==> config.mk <==
export PLATFORM = sky130hd
export DESIGN_NAME = muldiv_unit
export DESIGN_NICKNAME = d
export VERILOG_FILES = /design/src/rtl/muldiv_unit.sv
export SDC_FILE = /design/constraint.sdc
export NUM_CORES = 1
export LEC_CHECK = 0
export CORE_ASPECT_RATIO = 0.75
export CORE_MARGIN = 5
export CORE_UTILIZATION = 43
export DETAILED_ROUTE_END_ITERATION = 8
export GPL_TIMING_DRIVEN = 1
export SLEW_MARGIN = 15
export SYNTH_ARGS = -nofsm -noshare
export SYNTH_HDL_FRONTEND = slang
export SYNTH_SLANG_ARGS = --single-unit
==> constraint.sdc <==
create_clock -name clk -period 6 [get_ports clk]
set_input_delay 1.2 -clock clk [delete_from_list [all_inputs] [get_ports clk]]
set_output_delay 1.2 -clock clk [all_outputs]
set_load 0.01 [all_outputs]
==> src/rtl/muldiv_unit.sv <==
// Iterative RV32M multiply/divide: one bit per cycle; XLEN+1 edges from accept to out_valid, 1 edge for div-by-zero/overflow.
// in_ready only in IDLE; the result is held in DONE until out_ready, and requests arriving while busy are ignored.
module muldiv_unit #(
    parameter int XLEN  = 32,
    parameter int CNT_W = $clog2(XLEN) + 1
) (
    input  logic            clk,
    input  logic            rst,
    input  logic            in_valid,
    output logic            in_ready,
    input  logic [2:0]      op,
    input  logic [XLEN-1:0] input1,
    input  logic [XLEN-1:0] input2,
    output logic            out_valid,
    input  logic            out_ready,
    output logic [XLEN-1:0] result,
    output logic            zero,
    output logic            busy
);

    localparam logic [XLEN-1:0] MIN_NEG = {1'b1, {(XLEN-1){1'b0}}};

    typedef enum logic [1:0] {IDLE, CALC, DONE} state_t;

    state_t            state, state_nxt;
    logic [2:0]        op_q;
    logic              neg_q;
    logic [XLEN-1:0]   m_q, hi_q, lo_q, result_q;
    logic [CNT_W-1:0]  cnt_q;
    logic              zero_q;

    logic              accept, last_step;
    logic              sgn1, sgn2, div_zero, div_ovf, fast;
    logic [XLEN-1:0]   mag1, mag2, fast_res;
    logic [XLEN:0]     mul_sum, div_shift, div_diff;
    logic [XLEN-1:0]   hi_step, lo_step, div_sel, div_res, calc_res;
    logic [2*XLEN-1:0] prod, prod_res;

    assign in_ready  = (state == IDLE);
    assign busy      = (state != IDLE);
    assign out_valid = (state == DONE);
    assign result    = result_q;
    assign zero      = zero_q;
    assign accept    = in_valid & in_ready;
    assign last_step = (cnt_q == CNT_W'(1));

    // Operand decode at acceptance: magnitudes plus the early-out cases that skip CALC.
    always_comb begin
        sgn1     = input1[XLEN-1] & (op == 3'b001 || op == 3'b010 || op == 3'b100 || op == 3'b110);
        sgn2     = input2[XLEN-1] & (op == 3'b001 || op == 3'b100 || op == 3'b110);
        mag1     = sgn1 ? -input1 : input1;
        mag2     = sgn2 ? -input2 : input2;
        div_zero = op[2] & (input2 == '0);
        div_ovf  = op[2] & ~op[0] & (input1 == MIN_NEG) & (&input2);
        fast     = div_zero | div_ovf;
        if (div_zero) begin
            fast_res = op[1] ? input1 : '1;
        end else begin
            fast_res = op[1] ? '0 : MIN_NEG;
        end
    end

    // hi/lo double as product {hi,lo} for multiply and {remainder,quotient} for divide.
    always_comb begin
        mul_sum   = {1'b0, hi_q} + (lo_q[0] ? {1'b0, m_q} : '0);
        div_shift = {hi_q, lo_q[XLEN-1]};
        div_diff  = div_shift - {1'b0, m_q};
        if (op_q[2]) begin
            hi_step = div_diff[XLEN] ? div_shift[XLEN-1:0] : div_diff[XLEN-1:0];
            lo_step = {lo_q[XLEN-2:0], ~div_diff[XLEN]};
        end else begin
            hi_step = mul_sum[XLEN:1];
            lo_step = {mul_sum[0], lo_q[XLEN-1:1]};
        end
        prod     = {hi_step, lo_step};
        prod_res = neg_q ? -prod : prod;
        div_sel  = op_q[1] ? hi_step : lo_step;
        div_res  = neg_q ? -div_sel : div_sel;
        if (op_q[2]) begin
            calc_res = div_res;
        end else if (op_q[1:0] == 2'b00) begin
            calc_res = prod_res[XLEN-1:0];
        end else begin
            calc_res = prod_res[2*XLEN-1:XLEN];
        end
    end

    always_ff @(posedge clk or posedge rst) begin
        if (rst) begin
            state <= IDLE;
        end else begin
            state <= state_nxt;
        end
    end

    always_comb begin
        state_nxt = state;
        case (state)
            IDLE:    if (accept) state_nxt = fast ? DONE : CALC;
            CALC:    if (last_step) state_nxt = DONE;
            DONE:    if (out_ready) state_nxt = IDLE;
            default: state_nxt = IDLE;
        endcase
    end

    always_ff @(posedge clk or posedge rst) begin
        if (rst) begin
            op_q     <= '0;
            neg_q    <= 1'b0;
            m_q      <= '0;
            hi_q     <= '0;
            lo_q     <= '0;
            cnt_q    <= '0;
            result_q <= '0;
            zero_q   <= 1'b0;
        end else if (accept) begin
            op_q  <= op;
            // Remainder takes the dividend's sign; everything else the product of signs.
            neg_q <= (op[2] & op[1]) ? sgn1 : (sgn1 ^ sgn2);
            cnt_q <= CNT_W'(XLEN);
            hi_q  <= '0;
            lo_q  <= op[2] ? mag1 : mag2;
            m_q   <= op[2] ? mag2 : mag1;
            if (fast) begin
                result_q <= fast_res;
                zero_q   <= (fast_res == '0);
            end
        end else if (state == CALC) begin
            hi_q  <= hi_step;
            lo_q  <= lo_step;
            cnt_q <= cnt_q - CNT_W'(1);
            if (last_step) begin
                result_q <= calc_res;
                zero_q   <= (calc_res == '0);
            end
        end
    end

endmodule

==> flow_summary.rst <==
.. list-table::
   :header-rows: 1

   * - Metric
     - Value
   * - Starting Density
     - 43.66%
   * - Worst-path cell chain
     - inv_1, ha_1, nand4_1, or4_4, nor2_4, buf_4, a21boi_4, buf_4, or3_1, buf_4, a21oi_1, nor3b_2, buf_4, a31oi_1, or3_4, or3_1, o31ai_1, a221oi_1, buf_4, a41o_1, or4_1, o21ai_1
   * - Post-synthesis sequential element count
     - 141
   * - Slew HR
     - 31.46%
   * - Antenna-violating nets left
     - 0
   * - Count of max-cap constraint violations
     - 0
   * - Final critical path time including I/O delays and setup
     - 5.783 ns
   * - Number of setup violations in the final report
     - 0
   * - Clock Sinks
     - 141
   * - Vias per inst
     - 6.414
   * - Total count of max-transition violations in the final report
     - 0
   * - Ports placed on the boundary
     - 107
   * - Via count of the routed design
     - 21,510
   * - CP startpoint kind
     - flop
   * - Share of cell area taken by muxes after synthesis
     - 4.867%
   * - Category of the most critical setup path
     - flop to flop
   * - WL/cell
     - 25.43 um
   * - Slew at the pin closest to its max-slew limit
     - 1.028 ns
   * - Insertion delay of the later-clocked pin in the worst-skew pair
     - 0.48 ns
   * - Area Growth Syn to Fin
     - 23.52%
   * - Maximum net fanout on the critical path
     - 8
   * - Die Area
     - 45,770 um2
   * - Run status
     - finished clean
   * - Total power divided by cell area
     - 106.9 nW/um2
   * - TritonCTS Buffers
     - 17
   * - Wire length of the first global-routing pass
     - 126,600 um
   * - Y dimension of the die
     - 186.5 um
   * - Final net count
     - 2,924
   * - Maximum number of pins on one net before global-route repair
     - 123
   * - Parity-gate share of the synthesized area counting xor and xnor cells
     - 7.745%
   * - DPL Wire Length
     - 68,610 um
   * - Residual DRC
     - 0
   * - TritonRoute pass-1 iters
     - 6
   * - Part of the Yosys area used for sequential elements
     - 19.75%
   * - Initial DRC count
     - 3,142
   * - Worst Setup Slack, final
     - 0.2169 ns
   * - Cell at the root of the clock tree
     - sky130_fd_sc_hd__clkbuf_16
   * - Worst setup skew after layout
     - 0.01389 ns
   * - Maximum vdd drop
     - 0.2175 mV
   * - CTS max path bufs
     - 2
   * - Die extent in x
     - 245.4 um
   * - Post-synth net total
     - 2,668
   * - TritonCTS clock tree
     - yes
   * - Netlist area before placement
     - 17,870 um2
   * - Class of the tightest hold or removal check
     - flop to flop
   * - Initial antenna violation count
     - 0
   * - Number of hold-slack violations in the final timing report
     - 0
   * - Depth of the CTS H-tree
     - 4
   * - Average footprint of a synthesized cell
     - 7.079 um2
   * - Largest family of logic cells by synthesized area
     - compound AO/OA/AOI/OAI gates
   * - Post-synthesis cell count
     - 2,524
   * - Overall routed net length
     - 85,290 um
   * - Number of diodes added for antenna fixing
     - 0
   * - Final core utilization
     - 53.93%
   * - Data required time of the worst path
     - 6.41 ns
   * - Worst-case setup slack after placement
     - -0.1273 ns
   * - CP arrival
     - 6.20 ns
   * - Pleak
     - 0.009596 uW
   * - Count of port buffers added during placement
     - 106
   * - Adder and majority cell fraction of the synthesized area
     - 5.196%
   * - Post-synthesis async set-or-reset flop share
     - 100.0%
   * - Overall overflow remaining after global route
     - 0
   * - Share of synthesized cell area in and, or, nand and nor gates
     - 25.64%
   * - Floorplan core area
     - 40,920 um2
   * - Highest Clock Rate
     - 0.1729 GHz
   * - Final GP Congestion
     - 1.053
   * - Slowest cell delay on critical path
     - 0.65 ns
   * - Final period utilization
     - 96.39%
   * - Critical path capture point type
     - flop
   * - Share of final-layout standard cells stronger than drive strength 1
     - 15.57%
   * - Count of flip-flops with a built-in enable after synthesis
     - 0
   * - Vias in the first global route
     - 19,640
   * - Cell at the slowest stage of the critical path
     - sky130_fd_sc_hd__or4_4
   * - Most instantiated flip-flop cell in the synthesis netlist
     - sky130_fd_sc_hd__dfrtp_1
   * - Clock edge transition at the registers on the reported setup and hold paths
     - 0.07 ns
   * - Ys Warns
     - 0
   * - Count of hold-fix buffers inserted at cts
     - 0
   * - Row count
     - 64
   * - Area fraction in compound gates after synthesis
     - 31.32%
   * - Post-synth cell types
     - 98
   * - Most frequent cell on the critical path
     - sky130_fd_sc_hd__buf_4
   * - Global Route Usage Sum
     - 36.02%
[power by group]
group	internal [uW]	total [uW]	switching, uW
Sequential	950	950	0
Combinational	94.7	302	207
Clock	606	1110	502
Total	1650	2360	709
[cell usage after synthesis, types with 28 or more instances]
| cell type | number | area, um2 |
|---|---|---|
| sky130_fd_sc_hd__dfrtp_1 | 141 | 3528 |
| sky130_fd_sc_hd__nor3_1 | 69 | 345.3 |
| sky130_fd_sc_hd__nor4_1 | 29 | 181.4 |
| sky130_fd_sc_hd__a21oi_1 | 214 | 1071 |
| sky130_fd_sc_hd__a21o_1 | 31 | 232.7 |
| sky130_fd_sc_hd__xor2_1 | 64 | 560.5 |
| sky130_fd_sc_hd__clkbuf_1 | 135 | 506.7 |
| sky130_fd_sc_hd__nand4_1 | 52 | 325.3 |
| sky130_fd_sc_hd__nand2_1 | 296 | 1111 |
| sky130_fd_sc_hd__xnor2_1 | 94 | 823.3 |
| sky130_fd_sc_hd__or3_1 | 28 | 175.2 |
| sky130_fd_sc_hd__and2_1 | 47 | 294.0 |
| sky130_fd_sc_hd__ha_1 | 71 | 888.4 |
| sky130_fd_sc_hd__nand3_1 | 78 | 390.4 |
| sky130_fd_sc_hd__o21ai_0 | 221 | 1106 |
| sky130_fd_sc_hd__a31oi_1 | 37 | 231.5 |
| sky130_fd_sc_hd__inv_1 | 73 | 274.0 |
| sky130_fd_sc_hd__mux2i_1 | 63 | 630.6 |
| sky130_fd_sc_hd__o211ai_1 | 77 | 578.1 |
| sky130_fd_sc_hd__o31ai_1 | 47 | 352.8 |
| sky130_fd_sc_hd__nor2_1 | 246 | 923.4 |
[path summary, 6_finish.rpt]
path	start	end	slack (ns)	cells after the start
max in group asynchronous	rst	op_q[2]	3.69	3
worst min register to register	result[13]	result[13]	0.50	1
worst max register to register	m_q[29]	zero	0.22	22
min in group asynchronous	rst	lo_q[2]	1.19	2
worst max-delay path	m_q[29]	zero	0.22	22
worst min-delay path	result[13]	result[13]	0.50	1
[layout by cell type, fill, tap and decap left out, types with 77 or more instances in the layout]
master / n
sky130_fd_sc_hd__dfrtp_1: 139
sky130_fd_sc_hd__a21oi_1: 213
sky130_fd_sc_hd__o211ai_1: 77
sky130_fd_sc_hd__nand2_1: 295
sky130_fd_sc_hd__clkdlybuf4s50_1: 105
sky130_fd_sc_hd__buf_4: 307
sky130_fd_sc_hd__nor2_1: 244
sky130_fd_sc_hd__xnor2_1: 94
sky130_fd_sc_hd__o21ai_0: 219
sky130_fd_sc_hd__nand3_1: 77
[critical path: cells and delay by family (launching register included)]
kind,cells,cell delay [ns]
and+or+nand+nor,8,2.87
adders and majority gates,1,0.31
DFF,1,0.35
buffers and inverters,6,0.97
AOI/OAI and AO/OA,7,1.20
[what timing repair did]
action / 4_1_cts / 5_1_grt
resized for setup: 5 / 22
setup buffers: 0 / 5
pin swaps: 0 / 12
setup endpoints to repair: 2 / 12
[per-layer routing]
layer	part of all wire, %	vias to the layer above	track usage (%)
li1	-	9854	-
met1	45	10400	53.14
met2	41	1129	50.76
met3	11	135	10.50
met4	3.1	0	10.77
met5	0	-	0
[layout make-up]
cell class / instances / area [um2]
clock buffers: 21 / 460.4
clock inverters: 11 / 122.6
fillers: 4018 / 18850
inverters: 75 / 286.5
multi-input cells: 2130 / 13550
flip-flops and latches: 141 / 3533
well taps: 561 / 701.9
repair buffers: 415 / 3416
[through the flow]
stage | power, uW | cell area (um2) | cells | hold slack, ns | setup TNS [ns]
finish | 2360 | 22070 | 3354 | 0.5035 | 0
global route | 2430 | 22070 | 3354 | 0.5228 | -0.02269
CTS | 2368 | 21900 | 3349 | 0.5080 | 0
detailed placement | 1261 | 21300 | 3317 | 0.4924 | -0.1273
global placement | 1259 | 21300 | 3317 | 0.4841 | 0
floorplan | 1100 | 17880 | 2524 | 0.4632 | 0
[cells by family after synthesis]
family / count (synthesis)
mux: 82
flops: 141
xor+xnor: 158
simple gates: 960
compound gates: 857
buf+inv: 253
fa+ha+maj: 73
[registers in the layout, indices dropped and copies added (netlist names)]
name / count
zero: 1
neg_q: 1
m_q: 32
lo_q: 32
cnt_q: 6
hi_q: 32
state: 2
result: 32
op_q: 3
Power figures use the tool's default switching activity.
